==> config.mk <==
export PLATFORM = sky130hd
export DESIGN_NAME = hazard_scoreboard
export DESIGN_NICKNAME = d
export VERILOG_FILES = /design/src/rtl/hazard_pkg.sv /design/src/rtl/fwd_select.sv /design/src/rtl/hazard_scoreboard.sv
export SDC_FILE = /design/constraint.sdc
export NUM_CORES = 1
export LEC_CHECK = 0
export ABC_AREA = 1
export CORE_MARGIN = 2
export CORE_UTILIZATION = 45
export CTS_BUF_LIST = sky130_fd_sc_hd__clkbuf_8
export DETAILED_ROUTE_END_ITERATION = 8
export GPL_TIMING_DRIVEN = 0
export PLACE_DENSITY = 0.88
export SLEW_MARGIN = 20
export SYNTH_ARGS = -nofsm -noshare
export SYNTH_HDL_FRONTEND = slang
export SYNTH_SLANG_ARGS = --single-unit
==> constraint.sdc <==
create_clock -name clk -period 4.1 [get_ports clk]
set_clock_uncertainty 0.2 [all_clocks]
set_input_delay 0.615 -clock clk [delete_from_list [all_inputs] [get_ports clk]]
set_output_delay 0.615 -clock clk [all_outputs]
set_load 0.03 [all_outputs]
==> src/rtl/hazard_pkg.sv <==
`default_nettype none
// hazard_pkg: slot record, multi-cycle unit state encoding and shared constants.
package hazard_pkg;

    localparam int MAX_REG_AW = 8;
    localparam logic [MAX_REG_AW-1:0] REG_ZERO = '0;

    // Register fields are stored at MAX_REG_AW and zero-extended from REG_AW.
    typedef struct packed {
        logic                  valid;
        logic [MAX_REG_AW-1:0] rd;
        logic                  reg_write;
        logic                  is_load;
        logic                  is_long;
        logic [MAX_REG_AW-1:0] rs1;
        logic [MAX_REG_AW-1:0] rs2;
        logic                  use_rs1;
        logic                  use_rs2;
    } slot_t;

    localparam slot_t BUBBLE = '0;

    typedef enum logic [0:0] {
        IDLE = 1'b0,
        BUSY = 1'b1
    } lu_state_e;

endpackage
`default_nettype wire

==> src/rtl/fwd_select.sv <==
`default_nettype none
// fwd_select: picks the youngest post-decode slot (k >= 2) whose result can be
// forwarded to a slot-1 operand; sel = k-1, or 0 for the register file.
module fwd_select
    import hazard_pkg::*;
#(
    parameter int PIPE_DEPTH      = 3,
    parameter int REG_AW          = 5,
    parameter int LOAD_READY_SLOT = 3,
    parameter int SEL_W           = $clog2(PIPE_DEPTH)
) (
    input  logic [REG_AW-1:0]            rs_i,
    input  logic [PIPE_DEPTH-1:0]        valid_i,
    input  logic [PIPE_DEPTH-1:0]        reg_write_i,
    input  logic [PIPE_DEPTH-1:0]        is_load_i,
    input  logic [PIPE_DEPTH*REG_AW-1:0] rd_i,
    output logic [SEL_W-1:0]             sel_o
);

    logic [PIPE_DEPTH-1:0] w_match;

    assign w_match[0] = 1'b0;

    for (genvar k = 2; k <= PIPE_DEPTH; k++) begin : g_match
        localparam bit LOAD_TOO_EARLY = (k < LOAD_READY_SLOT);
        logic [REG_AW-1:0] w_rd;
        assign w_rd = rd_i[(k-1)*REG_AW +: REG_AW];
        assign w_match[k-1] = valid_i[k-1] && reg_write_i[k-1]
                              && (w_rd != REG_ZERO[REG_AW-1:0]) && (w_rd == rs_i)
                              && !(is_load_i[k-1] && LOAD_TOO_EARLY);
    end

    // Scan oldest to youngest so the nearest producer overwrites the choice.
    always_comb begin
        sel_o = '0;
        for (int k = PIPE_DEPTH; k >= 2; k--) begin
            if (w_match[k-1]) begin
                sel_o = SEL_W'(k - 1);
            end
        end
    end

endmodule
`default_nettype wire

==> src/rtl/hazard_scoreboard.sv <==
`default_nettype none
// hazard_scoreboard: shadow-pipeline hazard unit (load-use, forwarding, redirect,
// multi-cycle stall). Define HAZARD_PERF_EN to build the stall/flush counters.
module hazard_scoreboard
    import hazard_pkg::*;
#(
    parameter int PIPE_DEPTH      = 3,
    parameter int REG_AW          = 5,
    parameter int LOAD_READY_SLOT = 3,
    parameter int SEL_W           = $clog2(PIPE_DEPTH)
) (
    input  logic              clk,
    input  logic              rst,
    input  logic              d_valid,
    input  logic [REG_AW-1:0] d_rs1,
    input  logic [REG_AW-1:0] d_rs2,
    input  logic              d_use_rs1,
    input  logic              d_use_rs2,
    input  logic [REG_AW-1:0] d_rd,
    input  logic              d_reg_write,
    input  logic              d_is_load,
    input  logic              d_is_long,
    input  logic              e_redirect,
    input  logic              lu_done,
    output logic              pc_en,
    output logic              f_d_en,
    output logic              d_e_en,
    output logic              f_d_flush,
    output logic              d_e_flush,
    output logic              lu_start,
    output logic [SEL_W-1:0]  fwd_sel_a,
    output logic [SEL_W-1:0]  fwd_sel_b,
    output logic [31:0]       stall_cycles,
    output logic [31:0]       flush_count
);

    slot_t     slot_q [1:PIPE_DEPTH];
    slot_t     slot_d [1:PIPE_DEPTH];
    lu_state_e state_q, state_d;

    slot_t w_dec;
    logic  w_start;
    logic  w_freeze;
    logic  w_redirect;
    logic  w_load_use;

    always_comb begin
        w_dec = BUBBLE;
        if (d_valid) begin
            w_dec.valid     = 1'b1;
            w_dec.rd        = MAX_REG_AW'(d_rd);
            w_dec.reg_write = d_reg_write;
            w_dec.is_load   = d_is_load;
            w_dec.is_long   = d_is_long;
            w_dec.rs1       = MAX_REG_AW'(d_rs1);
            w_dec.rs2       = MAX_REG_AW'(d_rs2);
            w_dec.use_rs1   = d_use_rs1;
            w_dec.use_rs2   = d_use_rs2;
        end
    end

    // A load in slot j is still too young for the decode consumer while j+1 < LOAD_READY_SLOT.
    always_comb begin
        w_load_use = 1'b0;
        for (int j = 1; j <= PIPE_DEPTH; j++) begin
            if ((j + 1 < LOAD_READY_SLOT) && slot_q[j].valid && slot_q[j].is_load
                && (slot_q[j].rd != REG_ZERO)
                && ((w_dec.use_rs1 && (slot_q[j].rd == w_dec.rs1))
                    || (w_dec.use_rs2 && (slot_q[j].rd == w_dec.rs2)))) begin
                w_load_use = 1'b1;
            end
        end
    end

    always_comb begin
        state_d  = state_q;
        w_start  = 1'b0;
        w_freeze = 1'b0;
        case (state_q)
            IDLE: begin
                if (slot_q[1].valid && slot_q[1].is_long) begin
                    w_start = 1'b1;
                    if (!lu_done) begin
                        state_d  = BUSY;
                        w_freeze = 1'b1;
                    end
                end
            end
            BUSY: begin
                if (lu_done) begin
                    state_d = IDLE;
                end else begin
                    w_freeze = 1'b1;
                end
            end
            default: state_d = IDLE;
        endcase
    end

    assign lu_start   = w_start;
    assign w_redirect = e_redirect && slot_q[1].valid && !slot_q[1].is_long && !w_freeze;

    always_comb begin
        pc_en     = 1'b1;
        f_d_en    = 1'b1;
        d_e_en    = 1'b1;
        f_d_flush = 1'b0;
        d_e_flush = 1'b0;
        if (w_freeze) begin
            pc_en  = 1'b0;
            f_d_en = 1'b0;
            d_e_en = 1'b0;
        end else if (w_redirect) begin
            f_d_flush = 1'b1;
            d_e_flush = 1'b1;
        end else if (w_load_use) begin
            pc_en     = 1'b0;
            f_d_en    = 1'b0;
            d_e_flush = 1'b1;
        end
    end

    // Older slots always drain; a freeze holds slot 1 and injects a bubble behind it.
    always_comb begin
        slot_d = slot_q;
        for (int k = PIPE_DEPTH; k >= 3; k--) begin
            slot_d[k] = slot_q[k-1];
        end
        if (w_freeze) begin
            slot_d[2] = BUBBLE;
        end else begin
            slot_d[2] = slot_q[1];
            slot_d[1] = (d_e_en && !d_e_flush) ? w_dec : BUBBLE;
        end
    end

    always_ff @(posedge clk or posedge rst) begin
        if (rst) begin
            state_q <= IDLE;
            for (int k = 1; k <= PIPE_DEPTH; k++) begin
                slot_q[k] <= BUBBLE;
            end
        end else begin
            state_q <= state_d;
            slot_q  <= slot_d;
        end
    end

    logic [PIPE_DEPTH-1:0]        w_slot_valid;
    logic [PIPE_DEPTH-1:0]        w_slot_wr;
    logic [PIPE_DEPTH-1:0]        w_slot_ld;
    logic [PIPE_DEPTH*REG_AW-1:0] w_slot_rd;

    for (genvar k = 1; k <= PIPE_DEPTH; k++) begin : g_flat
        assign w_slot_valid[k-1]                  = slot_q[k].valid;
        assign w_slot_wr[k-1]                     = slot_q[k].reg_write;
        assign w_slot_ld[k-1]                     = slot_q[k].is_load;
        assign w_slot_rd[(k-1)*REG_AW +: REG_AW]  = slot_q[k].rd[REG_AW-1:0];
    end

    fwd_select #(
        .PIPE_DEPTH      (PIPE_DEPTH),
        .REG_AW          (REG_AW),
        .LOAD_READY_SLOT (LOAD_READY_SLOT),
        .SEL_W           (SEL_W)
    ) u_fwd_a (
        .rs_i        (slot_q[1].rs1[REG_AW-1:0]),
        .valid_i     (w_slot_valid),
        .reg_write_i (w_slot_wr),
        .is_load_i   (w_slot_ld),
        .rd_i        (w_slot_rd),
        .sel_o       (fwd_sel_a)
    );

    fwd_select #(
        .PIPE_DEPTH      (PIPE_DEPTH),
        .REG_AW          (REG_AW),
        .LOAD_READY_SLOT (LOAD_READY_SLOT),
        .SEL_W           (SEL_W)
    ) u_fwd_b (
        .rs_i        (slot_q[1].rs2[REG_AW-1:0]),
        .valid_i     (w_slot_valid),
        .reg_write_i (w_slot_wr),
        .is_load_i   (w_slot_ld),
        .rd_i        (w_slot_rd),
        .sel_o       (fwd_sel_b)
    );

`ifdef HAZARD_PERF_EN
    logic [31:0] stall_q;
    logic [31:0] flush_q;

    always_ff @(posedge clk or posedge rst) begin
        if (rst) begin
            stall_q <= '0;
            flush_q <= '0;
        end else begin
            if (!pc_en && (stall_q != 32'hFFFF_FFFF)) begin
                stall_q <= stall_q + 32'd1;
            end
            if (f_d_flush && (flush_q != 32'hFFFF_FFFF)) begin
                flush_q <= flush_q + 32'd1;
            end
        end
    end

    assign stall_cycles = stall_q;
    assign flush_count  = flush_q;
`else
    assign stall_cycles = '0;
    assign flush_count  = '0;
`endif

endmodule
`default_nettype wire

# Yosys cells after proc, flatten, opt, wreduce, memory -nomap -nowiden
# Index checks and enable logic that the tools add are counted.
# totals
input_bits	25
ff_bits	46
# op_classes
n_reduce_logical	28
eq_ne	6
n_bitwise	1
n_mux	22
# op_table
operator	n
$mux W30	3
$eq A5 B5 Y1	4
$logic_and A1 B1 Y1	20
$eq A8 B8 Y1	2
$mux W1	14
$reduce_bool A5 Y1	2
$mux W2	4
$reduce_bool A8 Y1	1
$logic_not A1 Y1	4
$pmux W1 S2	1
$logic_or A1 B1 Y1	1
$not A1 Y1	1

# Longest topological paths before layout
# depth
word_depth	12
depth_mapped	13

# Modules after synthesis
# Synthesis repeated with hierarchy kept, for this count alone.
# hier_totals
hier_cells	407
area_unflattened_um2	2731.4
# by_module_without_submodules
module	cells_per_inst	instances	seq_area_each_um2	area_per_inst_um2
hazard_scoreboard	283	1	900.9	2238.4
fwd_select	62	2	0.0	246.5

# Worst setup path after synthesis
# No wires, ideal clock.
# synth_timing
kind	input to output
from	in d_valid
to	out pc_en
path_stages	11
slack_ns	1.369
t_required_ns	3.285
arrival_ns	1.916
cell_sequence	buf_6 -> buf_12 -> nand2_1 -> xor2_1 -> nand3_1 -> nand2_1 -> nand2_2 -> buf_6 -> nand2_1 -> nand2_1 -> buf_4
# synth_between
elab_chain_len	9
elab_cells_between_ends	11
# synth_rtl
element	line_no	text
start: declaration	hazard_scoreboard.sv:14	input logic d_valid,
$mux W30 *	hazard_scoreboard.sv:49	if (d_valid) begin
$eq A8 B8 Y1, on equally long branches	hazard_scoreboard.sv:68, hazard_scoreboard.sv:69	
$logic_and A1 B1 Y1, on equally long branches	hazard_scoreboard.sv:68, hazard_scoreboard.sv:69	
$logic_or A1 B1 Y1 *	hazard_scoreboard.sv:69	|| (w_dec.use_rs2 && (slot_q[j].rd == w_dec.rs2)))) begin
$logic_and A1 B1 Y1 *	hazard_scoreboard.sv:68	&& ((w_dec.use_rs1 && (slot_q[j].rd == w_dec.rs1))
$mux W1 *	hazard_scoreboard.sv:66	if ((j + 1 < LOAD_READY_SLOT) && slot_q[j].valid && slot_q[j].is_load
$mux W1 * (3 in a row)	-	
end: declaration	hazard_scoreboard.sv:25	output logic pc_en,
# Every way passes the cells marked *; elsewhere a longest branch is shown, timed or not.

# Worst setup path in the final report
# layout_timing
from	in lu_done
to	out pc_en
# layout_between
elab_chain_len	7
# layout_rtl
element	line_no	text
start: declaration	hazard_scoreboard.sv:24	input logic lu_done,
$mux W1 *	hazard_scoreboard.sv:83, hazard_scoreboard.sv:90	
$mux W1	hazard_scoreboard.sv:81	if (slot_q[1].valid && slot_q[1].is_long) begin
$pmux W1 S2 *	hazard_scoreboard.sv:79	case (state_q)
$logic_not A1 Y1	hazard_scoreboard.sv:101	assign w_redirect = e_redirect && slot_q[1].valid && !slot_q[1].is_long && !w_freeze;
$logic_and A1 B1 Y1	hazard_scoreboard.sv:101	
$mux W1	hazard_scoreboard.sv:113	end else if (w_redirect) begin
$mux W1 *	hazard_scoreboard.sv:109	if (w_freeze) begin
# Marks and branches as above.

==> results by group <==
Outcome
  – Status: finished clean

Finish
  – Most frequent cells in the layout: nand2_1 (82), buf_4 (65), conb_1 (64)
  – Share of layout cells above drive strength 1: just over 20%
  – Final nets: roughly 450
  – Area growth syn-to-layout: 29.8%
  – ANT cells: 0
  – Most common cell after layout, fill and taps aside: nand2_1

Setup path
  – Crit-path slowest cell: clkdlybuf4s50_1
  – Critical path arrival: 2670 ps
  – Worst path required time: around 3300 ps
  – Delay of the slowest critical-path stage: roughly 650 ps
  – Cell chain of the critical path: clkdlybuf4s50_1, inv_1, nand2_1, inv_1, nor2_1, nand2_1, buf_2, nand2_1, buf_4, clkdlybuf4s50_1
  – Max FO, Critical Path: 10
  – CP endpoint kind: output pin
  – CP most frequent cell: nand2_1
  – Crit path launch type: input port
  – WS Path Type: in2out

Drt
  – Routed length on met3: 262 um
  – DRT iter0 DRCs: 94
  – Routed vias: 2072
  – Met2 routed WL: 2.73 mm
  – Uppermost routed layer: met4
  – Metal-1 WL: 2.13 mm
  – Post-Route WL: 5.18 mm
  – Antenna-violating nets left: 0
  – DRC: 0
  – WL per Instance: 10.3 um
  – DR vias/cell: approximately 4.1
  – DR pass1 iterations: 4

Place
  – IO buf count: 33
  – Dpl hpwl: about 4.1 mm
  – Placer Congestion: 0.857

Power
  – Worst IR drop on VDD: 0.164 mV
  – Tot Pwr: around 0.001 W
  – Pwr dens: 303 nW/um2
  – LEAKAGE: 1.94 nW

GRT
  – GR Util All Layers: 17.7%
  – Largest net degree at the start of global routing: 36
  – First-pass GRT wire length: 8.63 mm
  – Vias in the first global route: between 1500 and 2000
  – Initial antenna violation count: 0
  – Global route overflow: 0

Synthesis
  – Post-synth top area share: 35.4%
  – Yosys warns: 0
  – Sequential cell area fraction in the yosys report: 35.4%
  – Yosys reg bits: 35
  – Mapped cell area: 2480 um2
  – Yosys cell types: 24
  – Synthesized instance count: 326
  – Cell taking the most area after synthesis: dfrtp_1
  – Synth top area cells: dfrtp_1 (35%), buf_4 (20%), nand2_1 (12%)
  – Mean Syn Cell Area: 7.60 um2

Clock network
  – Post-CTS setup buffer count: 0
  – # hold bufs at CTS: 0
  – Resized cells post-CTS: 0
  – Root Buffer: clkbuf_8
  – Clk sinks: 35
  – TritonCTS clock tree: yes
  – Worst-Skew Late Latency: 290 ps
  – Maximum clock path buffer count: 2
  – CTS buffer count: 5
  – Clk slew on worst S/H paths: around 70 ps
  – # H-tree levels: 2

Die
  – Chip Height: about 78 um
  – Core area: 5410 um2
  – I/O pins: 99
  – Die W: 78.2 um
  – Num rows: 27
  – Initial Utilization: a little under half
  – DIE AREA: 6110 um2

Timing
  – Setup TNS Final: 0 ps
  – Final setup violating endpoints: 0
  – Slew Limit Fails: 0
  – Period utilization: 85.0%
  – Relative slew slack: 52.5%
  – Least-Margin Pin Slew: 711 ps
  – Final Hold Fails: 0
  – Period minus WS final: approximately 3500 ps
  – Fmax: 287 MHz
  – RSZ-0062 raised after global routing: false

Worst hold path
  – Hold WC Path Type: reg2reg

Job
  – Maxcap violations: 0
==> where the power goes <==
part,internal [W],switching [W]
clock,0.000114,0.000121
combinational,0.000131,0.000190
sequential,0.000379,0.0000386
==> cell type report <==
type                            count  area [um2]
Buffer                             77         579
Clock buffer                        5        68.8
Clock inverter                      3        12.5
Fill cell                         508        2190
Inverter                           38         143
Multi-Input combinational cell    239        1120
Sequential cell                    35         876
Tap cell                           72        90.1
Timing Repair Buffer               33         330
==> metal layers <==
metal / track usage [%] / up-vias
met3: 3.68 / 6
li1: - / 1083
met1: 20.9 / 932
met5: 0 / -
met2: 32.5 / 51
met4: 4.56 / 0
==> through the flow <==
stage	instances	setup WS [ps]	instance area (um2)	hold WS, ps	utilization, %
detailed placement	494	631	3130	167	58.0
global route	502	453	3220	198	59.5
global placement	494	650	3130	163	58.0
CTS	502	625	3220	182	59.5
finish	502	613	3220	179	59.5
floorplan	389	1370	2710	154	-
==> state kept, by name, indices dropped and copies added (netlist names) <==
name,count
state_q,1
slot_d,8
slot_q,26
==> cell families after synthesis <==
logic type | Yosys count | share of synthesized area, %
XOR/XNOR | 19 | 6.72
AND/OR/NAND/NOR | 152 | 27.3
buffers and inverters | 115 | 29.1
AO/OA/AOI/OAI | 4 | 1.36
flip-flops | 35 | 35.4
other | 1 | 0.151
==> synthesized netlist by cell type <==
library cell  instances
nand3b_4              1
dfrtp_1              35
buf_12                1
nand4_1              22
inv_1                38
buf_1                 1
nor2_1               24
clkbuf_1              1
nor3_1                5
nand2_2               2
conb_1                1
buf_6                 3
nand2_1              82
o21a_1                1
xnor2_1               8
nand3_1              14
buf_4                65
a21oi_1               1
buf_2                 6
a21oi_4               1
nor4_1                1
nor2_2                1
xor2_1               11
o21ai_0               1
==> worst paths after layout <==
| kind | start | slack [ps] | endpoint | cells past startpoint |
|---|---|---|---|---|
| worst max-delay path | lu_done | 610 | pc_en | 10 |
| max in group asynchronous | rst | 2670 | slot_q[89] | 2 |
| worst min-delay path | slot_d[29] | 180 | slot_q[29] | 0 |
| min in group asynchronous | rst | 570 | slot_d[21] | 2 |
| worst min register to register | slot_d[29] | 180 | slot_q[29] | 0 |
| worst max register to register | slot_q[89] | 2320 | slot_q[66] | 8 |
==> worst max-delay path: cells and delay by family <==
kind | cells | cell delay, ps
AND/OR/NAND/NOR | 4 | 530
buffers and inverters | 6 | 1520
Power figures use the tool's default switching activity.
